**config.mk**
```make
export PLATFORM = sky130hd
export DESIGN_NAME = mem_ctrl
export DESIGN_NICKNAME = d
export VERILOG_FILES = /design/src/rtl/mem_ctrl.sv
export SDC_FILE = /design/constraint.sdc
export NUM_CORES = 1
export LEC_CHECK = 0
export ABC_AREA = 1
export ABC_CLOCK_PERIOD_IN_PS = 12850
export BUFFER_PORTS_ARGS = -buffer_cell sky130_fd_sc_hd__buf_2
export CAP_MARGIN = 20
export CORE_ASPECT_RATIO = 0.5
export CORE_UTILIZATION = 55
export DETAILED_ROUTE_END_ITERATION = 8
export GPL_ROUTABILITY_DRIVEN = 0
export PLACE_DENSITY = 0.8
export SYNTH_ARGS = -nofsm -noshare
export SYNTH_HDL_FRONTEND = slang
export SYNTH_SLANG_ARGS = --single-unit
```
**constraint.sdc**
```tcl
create_clock -name clk_in -period 12.85 [get_ports clk_in]
set_clock_uncertainty 0.2 [all_clocks]
set_input_delay 1.285 -clock clk_in [delete_from_list [all_inputs] [get_ports clk_in]]
set_output_delay 1.285 -clock clk_in [all_outputs]
set_load 0.05 [all_outputs]
```
**src/rtl/mem_ctrl.sv**
```systemverilog
// rtl/mem_ctrl.sv - byte-serial RAM/IO port arbiter between instruction fetch and the load/store buffer
module mem_ctrl #(
    parameter logic [31:0] IO_ADDR_LO = 32'h30000,
    parameter logic [31:0] IO_ADDR_HI = 32'h30004
) (
    input  logic        clk_in,
    input  logic        rst_in,
    input  logic        rdy_in,
    input  logic        flush,
    input  logic [7:0]  mem_din,
    output logic [7:0]  mem_dout,
    output logic [31:0] mem_a,
    output logic        mem_wr,
    input  logic        io_buffer_full,
    input  logic        if_en,
    input  logic [31:0] if_addr,
    output logic        if_rdy,
    output logic [31:0] if_data,
    input  logic        lsb_en,
    input  logic        lsb_wr,
    input  logic [1:0]  lsb_len,
    input  logic [31:0] lsb_addr,
    input  logic [31:0] lsb_wdata,
    output logic        lsb_rdy,
    output logic [31:0] lsb_rdata
);

    typedef enum logic [1:0] {IDLE, READ, WRITE} state_t;

    state_t      state, state_n;
    logic        last_lsb, last_lsb_n;
    logic        is_lsb, is_lsb_n;
    logic [2:0]  cnt, cnt_n;
    logic [2:0]  nbytes, nbytes_n;
    logic [31:0] base, base_n;
    logic [31:0] wdata, wdata_n;
    logic [31:0] rbuf, rbuf_n;
    logic [31:0] mem_a_n;
    logic [7:0]  mem_dout_n;
    logic        if_rdy_n, lsb_rdy_n;
    logic [31:0] if_data_n, lsb_rdata_n;

    logic [31:0] merged;
    logic [7:0]  next_wbyte;
    logic        stall;
    logic        pick_lsb;
    logic        can_accept;

    // A write byte aimed at the IO window is held off while the IO buffer is full.
    assign stall    = io_buffer_full && (mem_a >= IO_ADDR_LO) && (mem_a <= IO_ADDR_HI);
    assign mem_wr   = rdy_in && (state == WRITE) && !stall;
    assign pick_lsb = lsb_en && (!if_en || !last_lsb);
    // The ready-pulse cycle is a forced bubble so a still-held request cannot re-issue.
    assign can_accept = !flush && !if_rdy && !lsb_rdy && (if_en || lsb_en);

    // mem_din carries the byte addressed two counter steps earlier.
    always_comb begin
        merged = rbuf;
        case (cnt)
            3'd2:    merged[7:0]   = mem_din;
            3'd3:    merged[15:8]  = mem_din;
            3'd4:    merged[23:16] = mem_din;
            3'd5:    merged[31:24] = mem_din;
            default: ;
        endcase
    end

    always_comb begin
        case (cnt)
            3'd0:    next_wbyte = wdata[15:8];
            3'd1:    next_wbyte = wdata[23:16];
            default: next_wbyte = wdata[31:24];
        endcase
    end

    always_comb begin
        state_n     = state;
        last_lsb_n  = last_lsb;
        is_lsb_n    = is_lsb;
        cnt_n       = cnt;
        nbytes_n    = nbytes;
        base_n      = base;
        wdata_n     = wdata;
        rbuf_n      = rbuf;
        mem_a_n     = mem_a;
        mem_dout_n  = mem_dout;
        if_rdy_n    = 1'b0;
        lsb_rdy_n   = 1'b0;
        if_data_n   = if_data;
        lsb_rdata_n = lsb_rdata;

        case (state)
            IDLE: begin
                mem_a_n = 32'd0;
                if (can_accept) begin
                    rbuf_n = 32'd0;
                    if (pick_lsb) begin
                        last_lsb_n = 1'b1;
                        is_lsb_n   = 1'b1;
                        base_n     = lsb_addr;
                        wdata_n    = lsb_wdata;
                        mem_a_n    = lsb_addr;
                        nbytes_n   = (lsb_len == 2'd0) ? 3'd1 : (lsb_len == 2'd1) ? 3'd2 : 3'd4;
                        if (lsb_wr) begin
                            state_n    = WRITE;
                            cnt_n      = 3'd0;
                            mem_dout_n = lsb_wdata[7:0];
                        end else begin
                            state_n = READ;
                            cnt_n   = 3'd1;
                        end
                    end else begin
                        last_lsb_n = 1'b0;
                        is_lsb_n   = 1'b0;
                        base_n     = if_addr;
                        mem_a_n    = if_addr;
                        nbytes_n   = 3'd4;
                        state_n    = READ;
                        cnt_n      = 3'd1;
                    end
                end
            end
            READ: begin
                if (flush) begin
                    state_n = IDLE;
                    mem_a_n = 32'd0;
                    cnt_n   = 3'd0;
                end else begin
                    rbuf_n = merged;
                    if (cnt < nbytes) begin
                        mem_a_n = base + {29'd0, cnt};
                        cnt_n   = cnt + 3'd1;
                    end else if (cnt == nbytes) begin
                        mem_a_n = 32'd0;
                        cnt_n   = cnt + 3'd1;
                    end else begin
                        state_n = IDLE;
                        cnt_n   = 3'd0;
                        if (is_lsb) begin
                            lsb_rdy_n   = 1'b1;
                            lsb_rdata_n = merged;
                        end else begin
                            if_rdy_n  = 1'b1;
                            if_data_n = merged;
                        end
                    end
                end
            end
            WRITE: begin
                // Stores are committed, so flush has no effect here.
                if (!stall) begin
                    if (cnt == nbytes - 3'd1) begin
                        state_n    = IDLE;
                        mem_a_n    = 32'd0;
                        mem_dout_n = 8'd0;
                        cnt_n      = 3'd0;
                        lsb_rdy_n  = 1'b1;
                    end else begin
                        mem_a_n    = base + {29'd0, cnt + 3'd1};
                        mem_dout_n = next_wbyte;
                        cnt_n      = cnt + 3'd1;
                    end
                end
            end
            default: begin
                state_n = IDLE;
                mem_a_n = 32'd0;
                cnt_n   = 3'd0;
            end
        endcase
    end

    always_ff @(posedge clk_in or posedge rst_in) begin
        if (rst_in) begin
            state     <= IDLE;
            last_lsb  <= 1'b0;
            is_lsb    <= 1'b0;
            cnt       <= 3'd0;
            nbytes    <= 3'd0;
            base      <= 32'd0;
            wdata     <= 32'd0;
            rbuf      <= 32'd0;
            mem_a     <= 32'd0;
            mem_dout  <= 8'd0;
            if_rdy    <= 1'b0;
            lsb_rdy   <= 1'b0;
            if_data   <= 32'd0;
            lsb_rdata <= 32'd0;
        end else if (rdy_in) begin
            state     <= state_n;
            last_lsb  <= last_lsb_n;
            is_lsb    <= is_lsb_n;
            cnt       <= cnt_n;
            nbytes    <= nbytes_n;
            base      <= base_n;
            wdata     <= wdata_n;
            rbuf      <= rbuf_n;
            mem_a     <= mem_a_n;
            mem_dout  <= mem_dout_n;
            if_rdy    <= if_rdy_n;
            lsb_rdy   <= lsb_rdy_n;
            if_data   <= if_data_n;
            lsb_rdata <= lsb_rdata_n;
        end
    end

endmodule

```
==> key figures, run 1 <==
Outcome
  • Status: finished, final reports clean

STA
  • Fmax: 0.272 GHz
  • Final WS setup: 9.17 ns
  • Final hold slack: 0.265 ns
  • Slew @ Worst Pin: between 1 and 1.5 ns
  • Slew Viols, Final: 0
  • Setup TNS: 0 ns
  • Slew headroom: 0.312
  • Period minus WS final: roughly 3.7 ns
  • Hold Violations, Final: 0
  • Setup violations, final: 0
  • Final period utilization: 0.286
  • RSZ-0062 raised after global routing: no

Detailed routing
  • DRT antenna net count: 0
  • Initial drt markers: between 1,000 and 1,500
  • Via-to-Cell Ratio: 5.53
  • Final WL: 32,200 µm
  • Drt drc: 0
  • Via count: 11,312
  • Detailed-route wire length per cell: 15.7 µm
  • TritonRoute pass-1 iters: 7

Critical path
  • CP Capture Type: output pin
  • R2R cell count: 9
  • Worst setup SP type: input port
  • Worst EP required: 11.36 ns
  • Reg-to-Reg Start: state[1]$_DFFE_PP0P_
  • Max Fanout on Critical Path: 3
  • Critical Path AT: 2.20 ns
  • R2r setup slk: 9.80 ns
  • CP startpoint: io_buffer_full
  • Worst setup path class: input port to output pin
  • Critical path destination: mem_wr
  • RR Endpoint: lsb_rdata[30]$_DFFE_PP0P_

Power
  • PD cells: 216 nW/µm²
  • Leakage: 7.11 nW
  • Peak supply drop: 0.000277 V
  • Power Total: 2.84 mW

Final layout
  • Design Area, Final: 13,200 µm²
  • Core Util, Final: 0.663
  • Diodes inserted: 0
  • Layout cell share with drive strength beyond 1: 0.161
  • Area Growth Syn to Fin: 15.5%
  • Fin cells: between 2,000 and 2,500
  • Nets@finish: 1,908

Floorplanning
  • Die area: ~21,000 µm²
  • Die height: 104 µm
  • Die W: roughly 210 µm
  • IO Count: approximately 220
  • Core area: slightly below 20,000 µm²
  • Row cnt: 36
  • Starting density of the core: 0.574

Hold path
  • Min-Delay Path Class: flip-flop to flip-flop

Yosys
  • Yosys reg bits: 203
  • Syn Nets: between 1,500 and 2,000
  • Synth Area in Adders: 0.0244
  • Multiplexer area fraction after synthesis: 0.0316
  • Simple logic cell fraction of the synthesized area: 0.334
  • Synth Instances: 1,586
  • Compound-cell area share of the yosys netlist: 0.0832
  • Yosys cell types: 35
  • Synthesized area: 11,400 µm²
  • Largest family of logic cells by synthesized area: simple AND/OR/NAND/NOR gates
  • Sequential element share of the synthesized area: 0.446
  • XOR/XNOR Fraction of Synth Area: 0.00154
  • Post-synthesis area per instance: 7.18 µm²
  • Synth Warn #: 0

Global route
  • Vias in the first global route: 10,767
  • Initial antenna violation count: 0
  • Gr usage total: 0.306
  • Largest net degree at the start of global routing: 149
  • First-pass GRT wire length: 52,600 µm
  • Congestion Overflow GR: 0

Placed design
  • Hpwl dp: 23,400 µm
  • Pre-CTS WS: 9.13 ns
  • IO Port Bufs: 220
  • Placed Instance Area: 12,600 µm²
  • Inst Count DP: 2,017

Clocking
  • Hold_buf cts: 0
  • Clk buf depth: 3
  • Sink Count: 203
  • Clock transition at path regs: 0.06 ns
  • Root buf cell: clkbuf_16
  • Setup Buffers After CTS: 0
  • CTS buffer count: 19
  • Cts repair resizes: 0
  • TritonCTS clock tree: built
  • H-tree Lvls: 1
  • Insertion delay to the later sink of the worst-skew pair: 0.49 ns

Flow run
  • Number of max-cap violations: 0
==> per-layer routing <==
| metal | up-vias | global-route usage | wire length, µm |
|---|---|---|---|
| met3 | 95 | 0.0463 | 2380 |
| li1 | 5398 | - | - |
| met4 | 0 | 0.146 | 1460 |
| met1 | 5294 | 0.394 | 13200 |
| met2 | 525 | 0.505 | 15100 |
| met5 | - | 0 | 0 |
==> flip-flops by register name, summed over array words and instances (netlist names) <==
register,cells
rbuf,32
base,32
state,2
mem_a,32
is_lsb,1
cnt,3
nbytes,3
if_data,32
lsb_rdy,1
wdata,24
mem_dout,8
lsb_rdata,32
if_rdy,1
==> where the power goes <==
part | internal [mW] | switching [mW] | leakage (nW)
logic | 0.335 | 0.935 | 4.12
clock network | 0.319 | 0.239 | 0.284
registers | 0.839 | 0.175 | 2.70
total | 1.49 | 1.35 | 7.11
==> synth_stat cells <==
cell        n  area, µm²
nand2_1   637       2390
dfrtp_1   203       5080
nand3_1   165        826
inv_1     143        537
o21ai_0   133        666
nor2_1     95        357
mux2_1     30        338
o21ai_1    29        145
buf_2      25        125
clkbuf_1   21       78.8
ha_1       19        238
buf_4      13       97.6
a21oi_1    10       50.1
inv_2       9       33.8
o22ai_1     9       56.3
nor2_2      7       43.8
nand3b_1    4       30.0
or2_2       4       25.0
nand3_2     3       30.0
nand4_1     3       18.8
nor3_1      3       15.0
buf_6       2       22.5
fa_1        2       40.0
mux2_2      2       22.5
nand2_2     2       12.5
o211ai_1    2       15.0
or2_1       2       12.5
xor2_1      2       17.5
a21oi_2     1       8.76
clkinv_2    1       5.00
nand4_2     1       12.5
nor2_4      1       11.3
nor3_2      1       10.0
nor3_4      1       16.3
o21a_1      1       7.51
==> kinds of logic after synthesis <==
| group | count (synthesis) |
|---|---|
| buffers and inverters | 214 |
| adder cells (fa/ha/maj) | 21 |
| AND/OR/NAND/NOR | 929 |
| flip-flops | 203 |
| AO/OA/AOI/OAI | 185 |
| multiplexers | 32 |
| XOR/XNOR | 2 |
==> critical path, cell delays in order <==
cell     delay [ns]
buf_2          0.08
nand2_1        0.04
nor3_1         0.14
nand4_1        0.10
nor2_1         0.25
nor3_1         0.08
buf_2          0.23
==> cells in the final DEF, fill, tap and decap left out, types with 6 or more instances in the layout <==
master       n
a21oi_1     10
buf_2      220
buf_4        6
clkbuf_16   19
dfrtp_1    203
ha_1        19
inv_1      142
inv_2        9
mux2_1      30
nand2_1    637
nand3_1    165
nor2_1      95
nor2_2       7
o21ai_0    133
o21ai_1     29
o22ai_1      9
==> area by class of cell <==
class / instances / area (µm²)
fillers: 1745 / 6700
flip-flops and latches: 203 / 5080
well taps: 266 / 333
inverters: 153 / 583
clock inverters: 3 / 68.8
multi-input cells: 1169 / 5420
repair buffers: 227 / 1170
clock buffers: 23 / 510
==> worst min path at each step <==
stage,start,to,slack (ns),cells after the start
floorplan,wdata[24]$_DFFE_PP0P_,wdata[24]$_DFFE_PP0P_,0.24,2
global placement,if_data[9]$_DFFE_PP0P_,if_data[9]$_DFFE_PP0P_,0.25,2
detailed placement,if_data[17]$_DFFE_PP0P_,if_data[17]$_DFFE_PP0P_,0.26,2
CTS,if_data[17]$_DFFE_PP0P_,if_data[17]$_DFFE_PP0P_,0.27,2
global route,if_data[25]$_DFFE_PP0P_,if_data[25]$_DFFE_PP0P_,0.30,2
finish,if_data[17]$_DFFE_PP0P_,if_data[17]$_DFFE_PP0P_,0.27,2
No activity file was read; power rests on OpenSTA's default activity.
==> inputs of run 2 (changes only) <==
ABC_CLOCK_PERIOD_IN_PS = 3200   (was 12850)
CORE_UTILIZATION = 51   (was 55)
PLACE_DENSITY = 0.78   (was 0.8)
clock period = 3.2 ns   (was 12.85 ns; I/O delays follow)
==> key figures, run 2 (same netlist as run 1, synthesis figures left out) <==
Final layout
  • Commonest cells after routing, fill and taps aside: nand2_1 (637), buf_2 (220), dfrtp_1 (203)
  • Layout cell share with drive strength beyond 1: 0.164 (+0.00361)
  • Reg area: 5080 µm² (unchanged)
  • Design Area, Final: 14,400 µm² (+9.2%)
  • Area Growth Syn to Fin: 26.1%
  • Fill cell count: 1,915 (+9.7%)
  • Footprint of the multi-input gates: 5420 µm² (about the same)
  • Nets@finish: 2,013 (+5.5%)
  • Core Util, Final: 0.660 (-0.00280)
  • Commonest non-fill, non-tap cell in the layout: nand2_1

Power
  • Leakage: 7.63 nW (+7.3%)
  • PD cells: 830 nW/µm² (+280%)
  • Peak supply drop: 0.000756 V (+170%)

Floorplanning
  • Die height: 108 µm (+3.8%)
  • Die W: 213 µm (+3.8%)
  • Die area: 23,000 µm² (+7.7%)
  • Starting density of the core: 0.523 (-0.0504)
  • Core area: 21,800 µm² (+9.6%)
  • IO Count: 221 (unchanged)
  • Row cnt: 38 (+5.6%)

Global route
  • Largest net degree at the start of global routing: 65 (-56%)
  • Vias in the first global route: 10,973 (+1.9%)
  • Gr usage total: 0.310 (+0.00447)
  • Congestion Overflow GR: 0 (unchanged)
  • First-pass GRT wire length: 55,900 µm (+6.3%)
  • Initial antenna violation count: 1 (+1)

STA
  • Slew headroom: 0.317 (+0.00447)
  • Setup violations, final: 0 (unchanged)
  • RSZ-0062 raised after global routing: no
  • Setup TNS: 0 ns (unchanged)
  • Slew Viols, Final: 0 (unchanged)
  • Slew @ Worst Pin: 1.02 ns (-0.00670 ns)
  • Fmax: 0.342 GHz
  • Hold Violations, Final: 0 (unchanged)
  • Final period utilization: 0.914
  • Period minus WS final: 2.92 ns

Placed design
  • Placed Instance Area: 12,800 µm² (+1.7%)
  • Hpwl dp: 24,200 µm (+3.3%)
  • IO Port Bufs: 220 (unchanged)

Critical path
  • RR Endpoint: nbytes[0]$_DFFE_PP0P_
  • Highest-delay cell along the critical path: dlygate4sd3_1
  • Buf+Inv Stages, Crit Path: 6 (+4)
  • CP max stage delay: 0.56 ns (+0.31 ns)
  • Max Fanout on Critical Path: 39 (+36)
  • Critical-path cell list: inv_1 -> ha_1 -> inv_1 -> nor2_2 -> nand2_2 -> nor2_2 -> buf_6 -> clkinvlp_4 -> nor2_2 -> inv_1 -> o22ai_1 -> dlygate4sd3_1
  • Worst setup path class: flip-flop to flip-flop
  • CP Capture Type: flip-flop
  • R2r setup slk: 0.28 ns (-9.52 ns)
  • Cell family with most CP delay: buffers and inverters
  • Critical Path AT: 3.18 ns (+0.98 ns)
  • Worst EP required: 3.46 ns (-7.90 ns)
  • Worst setup SP type: flip-flop
  • Reg-to-Reg Start: state[0]$_DFFE_PP0P_
  • R2R cell count: 12 (+3)

Detailed routing
  • Via count: 11,609 (+2.6%)
  • Drt drc: 0 (unchanged)
  • TritonRoute pass-1 iters: 6 (-1)
  • Detailed-route wire length per cell: 15.8 µm (+0.38%)
  • Initial drt markers: 978 (-9.8%)
  • Final WL: 34,700 µm (+7.6%)
  • Via-to-Cell Ratio: 5.30 (-4.3%)
  • DRT antenna net count: 0 (unchanged)

Clocking
  • Clk buf depth: 3 (unchanged)
  • Root buf cell: clkbuf_16
  • Sink Count: 203 (unchanged)
  • H-tree Lvls: 1 (unchanged)
  • Insertion delay to the later sink of the worst-skew pair: 0.52 ns (+0.03 ns)
  • TritonCTS clock tree: built
  • CTS buffer count: 20 (+1)
  • Clock transition at path regs: 0.07 ns (about the same)

Hold path
  • Hold Path Stages: 5 (+3)
  • Hold Crit Start: lsb_addr[3]
  • Hold Crit Endpoint: base[3]$_DFFE_PP0P_
  • Min-Delay Path Class: input port to flip-flop

Flow run
  • Number of max-cap violations: 0 (unchanged)

Outcome
  • Status: finished, final reports clean
==> run 2: tightest hold or removal path, stage by stage <==
cell and delay [ns]:
buf_2 0.07, nand2_1 0.04, nand2_1 0.12, nand2_1 0.07
o21ai_1 0.06
==> run 2: how the worst max path moves through the flow <==
stage	from	to	slack [ns]	depth (start not counted)
floorplan	rst_in	base[0]$_DFFE_PP0P_	0.05	1
global placement	cnt[1]$_DFFE_PP0P_	mem_a[18]$_DFFE_PP0P_	0.47	14
detailed placement	cnt[1]$_DFFE_PP0P_	mem_a[18]$_DFFE_PP0P_	0.39	14
CTS	state[0]$_DFFE_PP0P_	nbytes[0]$_DFFE_PP0P_	0.04	12
global route	state[0]$_DFFE_PP0P_	nbytes[0]$_DFFE_PP0P_	0.09	12
finish	state[0]$_DFFE_PP0P_	nbytes[0]$_DFFE_PP0P_	0.28	12
==> run 2: what timing repair did <==
action | in CTS | in global routing
hold endpoints to repair | 86 | 0
hold buffers | 88 | 0
resized for setup | 0 | 3
endpoints found under the setup margin | 0 | 1
setup buffers | 0 | 3
==> run 2: cell type report <==
cell class,count,share of cell area
Antenna cell,1,0.000174
Clock buffer,26,0.0378
Clock inverter,9,0.00940
Inverter,153,0.0406
Multi-Input combinational cell,1169,0.377
Sequential cell,203,0.353
Tap cell,300,0.0261
Timing Repair Buffer,331,0.155
==> run 2: per-stage QoR <==
| step | hold WS, ns | cells | setup WS, ns | power [mW] |
|---|---|---|---|---|
| after detailed placement | 0.254 | 2065 | 0.388 | 9.23 |
| after CTS | 0.00601 | 2188 | 0.0351 | 11.9 |
| after global placement | 0.249 | 2065 | 0.468 | 9.14 |
| after floorplan | 0.220 | 1586 | 0.0497 | 7.77 |
| after global routing | 0.0469 | 2192 | 0.0913 | 12.7 |
| final | 0.0132 | 2192 | 0.276 | 11.9 |
==> run 2: layer usage <==
layer  track usage  part of all wire  up-vias
met5             0                 0        -
met4         0.121             0.038        0
met3        0.0473             0.071       85
met2         0.517              0.47      485
met1         0.407              0.42     5415
li1              -                 -     5624
==> run 2: report_power, final <==
group | switching, mW | internal (mW)
sequential | 0.745 | 3.37
combinational | 3.81 | 1.51
clock | 1.04 | 1.45
total | 5.60 | 6.33
==> inputs of run 3 (changes only) <==
ABC_CLOCK_PERIOD_IN_PS = 3300   (was 3200)
CORE_UTILIZATION = 55   (was 51)
PLACE_DENSITY = 0.8   (was 0.78)
clock period = 3.3 ns   (was 3.2 ns; I/O delays follow)
==> key figures, run 3 (same netlist as run 1, synthesis figures left out) <==
Outcome
  • Status: finished, final reports clean

Critical path
  • Cell family with most CP delay: buffers and inverters
  • Critical Path AT: 3.25 ns (+0.07 ns)
  • Critical-path cell list: inv_1 -> ha_1 -> inv_1 -> nor2_2 -> nand2_2 -> nor2_2 -> buf_6 -> clkinvlp_4 -> nor2_1 -> inv_1 -> o22ai_1 -> dlygate4sd3_1
  • CP Capture Type: flip-flop
  • Max Fanout on Critical Path: 39 (unchanged)
  • R2r setup slk: 0.30 ns (+0.03 ns)
  • Worst EP required: 3.55 ns (+0.09 ns)
  • Worst setup SP type: flip-flop
  • Buf+Inv Stages, Crit Path: 6 (unchanged)
  • Worst setup path class: flip-flop to flip-flop
  • Highest-delay cell along the critical path: dlygate4sd3_1
  • CP most frequent cell: inv_1
  • CP max stage delay: 0.55 ns (about the same)

Final layout
  • Core Util, Final: 0.706 (+0.0464)
  • Design Area, Final: 14,000 µm² (-2.4%)
  • Fill cell count: 1,592 (-17%)
  • Diodes inserted: 0 (-1)
  • Commonest non-fill, non-tap cell in the layout: nand2_1
  • Commonest cells after routing, fill and taps aside: nand2_1 (637), buf_2 (220), dfrtp_1 (203)
  • Area Growth Syn to Fin: 23.1%
  • Nets@finish: 1,993 (-0.99%)
  • Layout cell share with drive strength beyond 1: 0.162 (-0.00252)
  • Fin cells: 2,137 (-2.5%)

Placed design
  • Placed Instance Area: 12,700 µm² (-0.92%)
  • Hpwl dp: 24,100 µm (-0.16%)
  • IO Port Bufs: 220 (unchanged)
  • Pre-CTS WS: 0.430 ns (+0.0418 ns)
  • Inst Count DP: 2,026 (-1.9%)

STA
  • Hold Violations, Final: 0 (unchanged)
  • Slew @ Worst Pin: 1.03 ns (+0.00873 ns)
  • Fmax: 0.334 GHz (-2.4%)
  • Final hold slack: 0.0121 ns (-0.00109 ns)
  • Final WS setup: 0.305 ns (+0.0294 ns)
  • Slew Viols, Final: 0 (unchanged)
  • Slew headroom: 0.311 (-0.00582)
  • RSZ-0062 raised after global routing: no
  • Period minus WS final: 3.00 ns (+0.0706 ns)
  • Setup TNS: 0 ns (unchanged)
  • Setup violations, final: 0 (unchanged)
  • Final period utilization: 0.908 (-0.00629)

Power
  • Peak supply drop: 0.00101 V (+33%)
  • Power Total: 11.3 mW (-5.0%)
  • Leakage: 7.49 nW (-1.8%)
  • PD cells: 807 nW/µm² (-2.7%)

Clocking
  • Root buf cell: clkbuf_16
  • Sink Count: 203 (unchanged)
  • Insertion delay to the later sink of the worst-skew pair: 0.52 ns (about the same)
  • Clock transition at path regs: 0.07 ns (about the same)
  • TritonCTS clock tree: built
  • Clk buf depth: 3 (unchanged)
  • CTS buffer count: 20 (unchanged)
  • H-tree Lvls: 1 (unchanged)

Floorplanning
  • Row cnt: 36 (-5.3%)
  • Die area: 21,300 µm² (-7.2%)
  • Starting density of the core: 0.574 (+0.0504)
  • Die W: 206 µm (-3.7%)
  • Die height: 104 µm (-3.6%)
  • Core area: 19,900 µm² (-8.8%)
  • IO Count: 221 (unchanged)

Detailed routing
  • TritonRoute pass-1 iters: 6 (unchanged)
  • Detailed-route wire length per cell: 16.2 µm (+2.3%)
  • Initial drt markers: 998 (+2.0%)
  • Drt drc: 0 (unchanged)
  • Via-to-Cell Ratio: 5.51 (+4.1%)
  • Via count: 11,777 (+1.4%)
  • DRT antenna net count: 0 (unchanged)
  • Final WL: 34,600 µm (-0.25%)

Flow run
  • Number of max-cap violations: 0 (unchanged)

Global route
  • Largest net degree at the start of global routing: 65 (unchanged)
  • Initial antenna violation count: 0 (-1)
  • First-pass GRT wire length: 56,100 µm (+0.46%)
  • Vias in the first global route: 11,420 (+4.1%)
  • Gr usage total: 0.330 (+0.0199)
  • Congestion Overflow GR: 0 (unchanged)

Hold path
  • Min-Delay Path Class: input port to flip-flop
==> run 3: timing repair <==
action | 4_1_cts | 5_1_grt
endpoints found under the hold margin | 89 | 0
setup buffers | 0 | 2
hold buffers | 74 | 0
endpoints found under the setup margin | 0 | 1
resized for setup | 0 | 2
==> run 3: path summary, 6_finish.rpt <==
kind / start / end / depth (start not counted)
max in group asynchronous: rst_in / lsb_rdata[16]$_DFFE_PP0P_ / 4
worst max register to register: state[1]$_DFFE_PP0P_ / nbytes[0]$_DFFE_PP0P_ / 12
worst min register to register: if_data[1]$_DFFE_PP0P_ / if_data[1]$_DFFE_PP0P_ / 2
worst max-delay path: state[1]$_DFFE_PP0P_ / nbytes[0]$_DFFE_PP0P_ / 12
min in group asynchronous: rst_in / if_data[2]$_DFFE_PP0P_ / 3
worst min-delay path: if_addr[1] / base[1]$_DFFE_PP0P_ / 5
==> run 3: tightest hold or removal path, stage by stage <==
cell and delay, ns:
buf_2 0.07, nand2_1 0.04, nand2_1 0.11, nand2_1 0.06
o21ai_1 0.06
==> run 3: metal layers <==
metal | up-vias | wire length (µm) | GRT usage
li1 | 5567 | - | -
met1 | 5509 | 13800 | 0.414
met2 | 559 | 16100 | 0.545
met3 | 142 | 2460 | 0.0488
met4 | 0 | 2130 | 0.188
met5 | - | 0 | 0
==> run 3: area by class of cell <==
type | instances | area (µm²) | share of cell area
clock buffers | 28 | 561 | 0.0399
clock inverters | 7 | 48.8 | 0.00348
inverters | 153 | 583 | 0.0416
multi-input cells | 1169 | 5420 | 0.386
flip-flops and latches | 203 | 5080 | 0.362
well taps | 266 | 333 | 0.0237
repair buffers | 311 | 2010 | 0.143
==> run 3: power breakdown <==
part           switching [mW]  leakage, nW  total, mW  internal, mW
sequential              0.747         2.70       4.01          3.27
clock                    1.00        0.301       2.19          1.19
combinational            3.70         4.49       5.12          1.42
